## src/rtl/mem_arbiter_pkg.sv

```systemverilog
// Shared types for the two-master data-memory arbiter: sequencer states,
// owner ids and arbitration modes.
package mem_arbiter_pkg;

   typedef enum logic [1:0] {
      ARB_IDLE  = 2'd0,
      ARB_ISSUE = 2'd1,
      ARB_WAIT  = 2'd2,
      ARB_RESP  = 2'd3
   } arb_state_e;

   typedef enum logic {
      ARB_M0 = 1'b0,
      ARB_M1 = 1'b1
   } arb_owner_e;

   localparam int unsigned PRIO_RR    = 0;
   localparam int unsigned PRIO_FIXED = 1;

   localparam int unsigned CNT_W = 3;

endpackage

```

## src/rtl/mem_arbiter_arb_rr2.sv

```systemverilog
// Two-requester grant logic: round-robin on last owner, or fixed priority
// with master 0 winning every tie. Grant is one-hot, zero when nobody asks.
module arb_rr2
   import mem_arbiter_pkg::*;
#(
   parameter int unsigned PRIO_MODE = PRIO_RR
) (
   input  logic       req0_i,
   input  logic       req1_i,
   input  arb_owner_e last_owner_i,
   output logic [1:0] grant_o
);

   always_comb begin
      grant_o = '0;
      if (req0_i && req1_i) begin
         if ((PRIO_MODE == PRIO_FIXED) || (last_owner_i == ARB_M1)) begin
            grant_o = 2'b01;
         end else begin
            grant_o = 2'b10;
         end
      end else if (req0_i) begin
         grant_o = 2'b01;
      end else if (req1_i) begin
         grant_o = 2'b10;
      end
   end

endmodule

```

## src/rtl/mem_arbiter.sv

```systemverilog
// Shares one single-port data memory between the core data port (m0) and an
// external master (m1) through a request/ack handshake and a 4-state sequencer.
module mem_arbiter
   import mem_arbiter_pkg::*;
#(
   parameter int unsigned ADDR_W    = 32,
   parameter int unsigned DATA_W    = 32,
   parameter int unsigned RD_LAT    = 1,
   parameter int unsigned PRIO_MODE = 0
) (
   input  logic              clk,
   input  logic              rst_n,
   input  logic              m0_req_i,
   input  logic              m0_we_i,
   input  logic [ADDR_W-1:0] m0_addr_i,
   input  logic [DATA_W-1:0] m0_wdata_i,
   output logic              m0_ack_o,
   output logic [DATA_W-1:0] m0_rdata_o,
   input  logic              m1_req_i,
   input  logic              m1_we_i,
   input  logic [ADDR_W-1:0] m1_addr_i,
   input  logic [DATA_W-1:0] m1_wdata_i,
   output logic              m1_ack_o,
   output logic [DATA_W-1:0] m1_rdata_o,
   output logic              core_hold_req_o,
   output logic              mem_cs_o,
   output logic              mem_we_o,
   output logic [ADDR_W-1:0] mem_addr_o,
   output logic [DATA_W-1:0] mem_wdata_o,
   input  logic [DATA_W-1:0] mem_rdata_i
);

   localparam logic [CNT_W-1:0] CNT_INIT = CNT_W'(RD_LAT - 1);

   arb_state_e        state_q, state_d;
   arb_owner_e        owner_q, owner_d;
   arb_owner_e        last_owner_q, last_owner_d;
   logic              we_lat_q, we_lat_d;
   logic [CNT_W-1:0]  cnt_q, cnt_d;
   logic              mem_cs_q, mem_cs_d;
   logic              mem_we_q, mem_we_d;
   logic [ADDR_W-1:0] mem_addr_q, mem_addr_d;
   logic [DATA_W-1:0] mem_wdata_q, mem_wdata_d;
   logic              m0_ack_q, m0_ack_d;
   logic              m1_ack_q, m1_ack_d;
   logic [DATA_W-1:0] m0_rdata_q, m0_rdata_d;
   logic [DATA_W-1:0] m1_rdata_q, m1_rdata_d;
   logic [1:0]        grant;
   logic              sel_m1;

   arb_rr2 #(
      .PRIO_MODE(PRIO_MODE)
   ) u_arb (
      .req0_i      (m0_req_i),
      .req1_i      (m1_req_i),
      .last_owner_i(last_owner_q),
      .grant_o     (grant)
   );

   assign sel_m1 = grant[1];

   always_comb begin
      state_d      = state_q;
      owner_d      = owner_q;
      last_owner_d = last_owner_q;
      we_lat_d     = we_lat_q;
      cnt_d        = cnt_q;
      mem_cs_d     = 1'b0;
      mem_we_d     = 1'b0;
      mem_addr_d   = '0;
      mem_wdata_d  = '0;
      m0_ack_d     = 1'b0;
      m1_ack_d     = 1'b0;
      m0_rdata_d   = m0_rdata_q;
      m1_rdata_d   = m1_rdata_q;
      unique case (state_q)
         ARB_IDLE: begin
            // Address/wdata latch is folded into the registered mem_* outputs,
            // which are only non-zero during the ISSUE cycle.
            if (|grant) begin
               owner_d      = sel_m1 ? ARB_M1 : ARB_M0;
               last_owner_d = sel_m1 ? ARB_M1 : ARB_M0;
               we_lat_d     = sel_m1 ? m1_we_i : m0_we_i;
               mem_cs_d     = 1'b1;
               mem_we_d     = sel_m1 ? m1_we_i : m0_we_i;
               mem_addr_d   = sel_m1 ? m1_addr_i : m0_addr_i;
               mem_wdata_d  = sel_m1 ? m1_wdata_i : m0_wdata_i;
               state_d      = ARB_ISSUE;
            end
         end
         ARB_ISSUE: begin
            if (we_lat_q) begin
               m0_ack_d = (owner_q == ARB_M0);
               m1_ack_d = (owner_q == ARB_M1);
               state_d  = ARB_RESP;
            end else begin
               cnt_d   = CNT_INIT;
               state_d = ARB_WAIT;
            end
         end
         ARB_WAIT: begin
            if (cnt_q == '0) begin
               if (owner_q == ARB_M0) begin
                  m0_rdata_d = mem_rdata_i;
                  m0_ack_d   = 1'b1;
               end else begin
                  m1_rdata_d = mem_rdata_i;
                  m1_ack_d   = 1'b1;
               end
               state_d = ARB_RESP;
            end else begin
               cnt_d = cnt_q - 1'b1;
            end
         end
         ARB_RESP: begin
            state_d = ARB_IDLE;
         end
         default: begin
            state_d = ARB_IDLE;
         end
      endcase
   end

   always_ff @(posedge clk or negedge rst_n) begin
      if (!rst_n) begin
         state_q      <= ARB_IDLE;
         owner_q      <= ARB_M0;
         last_owner_q <= ARB_M1;
         we_lat_q     <= 1'b0;
         cnt_q        <= '0;
         mem_cs_q     <= 1'b0;
         mem_we_q     <= 1'b0;
         mem_addr_q   <= '0;
         mem_wdata_q  <= '0;
         m0_ack_q     <= 1'b0;
         m1_ack_q     <= 1'b0;
         m0_rdata_q   <= '0;
         m1_rdata_q   <= '0;
      end else begin
         state_q      <= state_d;
         owner_q      <= owner_d;
         last_owner_q <= last_owner_d;
         we_lat_q     <= we_lat_d;
         cnt_q        <= cnt_d;
         mem_cs_q     <= mem_cs_d;
         mem_we_q     <= mem_we_d;
         mem_addr_q   <= mem_addr_d;
         mem_wdata_q  <= mem_wdata_d;
         m0_ack_q     <= m0_ack_d;
         m1_ack_q     <= m1_ack_d;
         m0_rdata_q   <= m0_rdata_d;
         m1_rdata_q   <= m1_rdata_d;
      end
   end

   assign m0_ack_o        = m0_ack_q;
   assign m1_ack_o        = m1_ack_q;
   assign m0_rdata_o      = m0_rdata_q;
   assign m1_rdata_o      = m1_rdata_q;
   assign mem_cs_o        = mem_cs_q;
   assign mem_we_o        = mem_we_q;
   assign mem_addr_o      = mem_addr_q;
   assign mem_wdata_o     = mem_wdata_q;
   assign core_hold_req_o = m0_req_i & ~m0_ack_q;

endmodule
```

## config.mk

```make
export PLATFORM = sky130hd
export DESIGN_NAME = mem_arbiter
export DESIGN_NICKNAME = d
export VERILOG_FILES = /design/src/rtl/mem_arbiter_pkg.sv /design/src/rtl/mem_arbiter_arb_rr2.sv /design/src/rtl/mem_arbiter.sv
export SDC_FILE = /design/constraint.sdc
export NUM_CORES = 1
export LEC_CHECK = 0
export CAP_MARGIN = 25
export CORE_UTILIZATION = 35
export DETAILED_ROUTE_END_ITERATION = 8
export PLACE_DENSITY = 0.73
export SYNTH_ARGS = -nofsm -noshare
export SYNTH_HDL_FRONTEND = slang
export SYNTH_SLANG_ARGS = --single-unit
export TNS_END_PERCENT = 20
```

## constraint.sdc

```tcl
create_clock -name clk -period 1.9 [get_ports clk]
set_input_delay 0.19 -clock clk [delete_from_list [all_inputs] [get_ports clk]]
set_output_delay 0.19 -clock clk [all_outputs]
set_load 0.02 [all_outputs]
```

==> out/summary.txt <==
Outcome - finished clean
Max Slew Vio Count - 0
Post_cts resized - 0
Io pins - 299
DR iter-0 viols - 176
Std cell rows - 46
Top_reg_cell synth - dfrtp_1
Hold_buf cts - 1
# setup viols final - 0
Avg Inst Size Synth - 11.9 sq um
# nets final - 954
Ant diodes - 0
Distinct cells, synth - 33
Core area - 15900 sq um
Layout cell share with drive strength beyond 1 - 0.146
Fmax - 562 MHz
Clock slew at reported path FFs - 0.06 ns
Static Leak - 0.00420 uW
Crit start category - flop
Post-CTS Setup Inserts - 0
Slew @ Worst Pin - 0.379 ns
CTS sink cnt - 140
Register area share after synthesis - 0.617
DIE AREA - 16800 sq um
Kind of end point of the critical path - flop
Fin. Hold Viols - 0
PD cells - 1480 nW/um^2
Die width - 129 microns
Vias in the first global route - 4828
R2R depth - 6
Gr usage total - 0.201
H-tree depth - 4
Post-route clock skew - 0.00664 ns
CTS Buf Count - 17
Clock Latency Late Sink - 0.41 ns
RSZ-0062 raised after global routing - false
Syn Nets - 650
Final worst slack - 0.120 ns
Post-DP HPWL - 12.7 mm
Routed WL - 16.8 mm
Critical Path AT - 2.07 ns
Drt pass-1 iters - 4
Congestion Overflow GR - 0
Antenna viol nets, final - 0
Synthesized area - 5680 sq um
FF+latch count, synth - 140
R2R Setup Slk - 0.12 ns
Peak supply drop - 0.000659 V
Synth-to-Final Area Change - 68.0%
WS Path Type - reg2reg
Worst reg2reg endpoint - m0_rdata_o[31]
Synth Warn # - 0
Critical path required time - 2.19 ns
Vias per cell - 4.66
Die Height - 129 microns
Syn Inst Count - 479
Fin crit share - 0.937
Root Driver - clkbuf_16
Hold Crit Class - in2async
Fillers - 1287
Post-synth ARST share - 1.00
Dpl ws - 0.126 ns
Clock Path Buffers - 2
Wire per inst - 16.6 microns
Initial Util - 0.358
Largest net degree at the start of global routing - 59
Port bufs - 298
Post-synth EDFFs - 0
MaxCap Viol Count - 0
DRC - 0
Max Fanout on Critical Path - 26
Reg-to-reg startpoint - state_q[0]
Via count - 4713
Gpl congestion - 0.776
Register Area - 3500 sq um
Slew HR - 0.741
CTS tree - done
Multi-input gate area - 1990 sq um
Initial antenna violation count - 0
Period minus WS final - 1.78 ns
First-pass GRT wire length - 25.2 mm
Setup TNS - 0 ns
[cell type report]
class                   count  share of cell area
clock buffers              20              0.0468
clock inverters            12             0.00970
inverters                   7             0.00275
multi-input cells         303               0.208
flip-flops and latches    140               0.367
well taps                 216              0.0283
repair buffers            314               0.337
[cells in the mapped netlist, types with 2 or more instances]
master,count,area [sq um]
buf_12,3,60.1
clkbuf_1,6,22.5
nand2_1,132,495
mux2_2,35,394
nor2b_1,3,18.8
dfrtp_1,139,3480
a21oi_1,66,330
a31oi_1,2,12.5
inv_1,7,26.3
o21ai_0,4,20.0
mux2_4,30,450
nor4b_1,2,17.5
buf_2,19,95.1
nor2_1,6,22.5
and3_1,2,12.5
ha_1,5,62.6
a211o_1,2,17.5
[cell usage in the layout, fill, tap and decap left out, drive strengths merged, types with 4 or more instances in the layout]
cell type / netlist / layout
clkinv: 0 / 7
dfrtp: 139 / 139
clkdlybuf4s50: 0 / 297
a21oi: 66 / 66
nand2: 132 / 132
nor2: 6 / 6
mux2: 65 / 65
buf: 23 / 16
clkbuf: 6 / 20
inv: 7 / 9
o21ai: 4 / 4
ha: 5 / 5
[flip-flops by register name, indices dropped and copies added (netlist names), 2 cells and up]
signal       flops
state_q          2
mem_addr_o      32
mem_wdata_o     32
m0_rdata_o      32
m1_rdata_o      32
cnt_q            3
[report_power, final]
part	leakage [uW]	total, uW	internal [uW]	switching, uW
clock	0.000258	3000	1710	1280
combinational	0.00216	6530	3450	3080
sequential	0.00178	4610	4070	542
[critical path, stage by stage, from the launching register on]
cell	delay, ns
dfrtp_1	0.40
inv_1	0.13
ha_1	0.18
and3b_1	0.20
and2_4	0.17
buf_12	0.22
mux2_2	0.36
[per-stage QoR]
stage | hold slack [ns] | cells | power [uW] | util | area, sq um
3_5_place_dp | 0.105 | 979 | 11200 | 0.566 | 9000
5_1_grt | 0.259 | 1012 | 14800 | 0.601 | 9550
6_report | 0.240 | 1012 | 14100 | 0.601 | 9550
2_1_floorplan | -0.106 | 479 | 8110 | - | 5680
4_1_cts | 0.234 | 1012 | 14300 | 0.601 | 9550
3_3_place_gp | 0.0971 | 979 | 11100 | 0.566 | 9000
[cell families after synthesis]
| family | Yosys count | synth area share |
|---|---|---|
| AOI/OAI and AO/OA | 80 | 0.0757 |
| muxes | 66 | 0.150 |
| DFF | 140 | 0.617 |
| and+or+nand+nor | 152 | 0.109 |
| adders and majority gates | 5 | 0.0110 |
| buffers and inverters | 36 | 0.0379 |
[per-layer routing]
metal,vias to the layer above,track usage,wire [microns]
li1,2208,-,-
met3,25,0.0809,1590
met2,225,0.336,8300
met1,2255,0.231,6590
met5,-,0,0
met4,0,0.0787,344
[worst max-delay path by stage]
stage	start	to	slack [ns]	depth (start not counted)
final	state_q[0]	m0_rdata_o[31]	0.12	6
after global routing	state_q[0]	m0_rdata_o[31]	0.01	6
after CTS	m0_ack_o	core_hold_req_o	0.1	2
after detailed placement	state_q[0]	m0_rdata_o[31]	0.13	6
after global placement	cnt_q[0]	m0_rdata_o[31]	0.17	6
after floorplan	state_q[0]	m0_rdata_o[10]	0.26	7
Power figures use the tool's default switching activity.
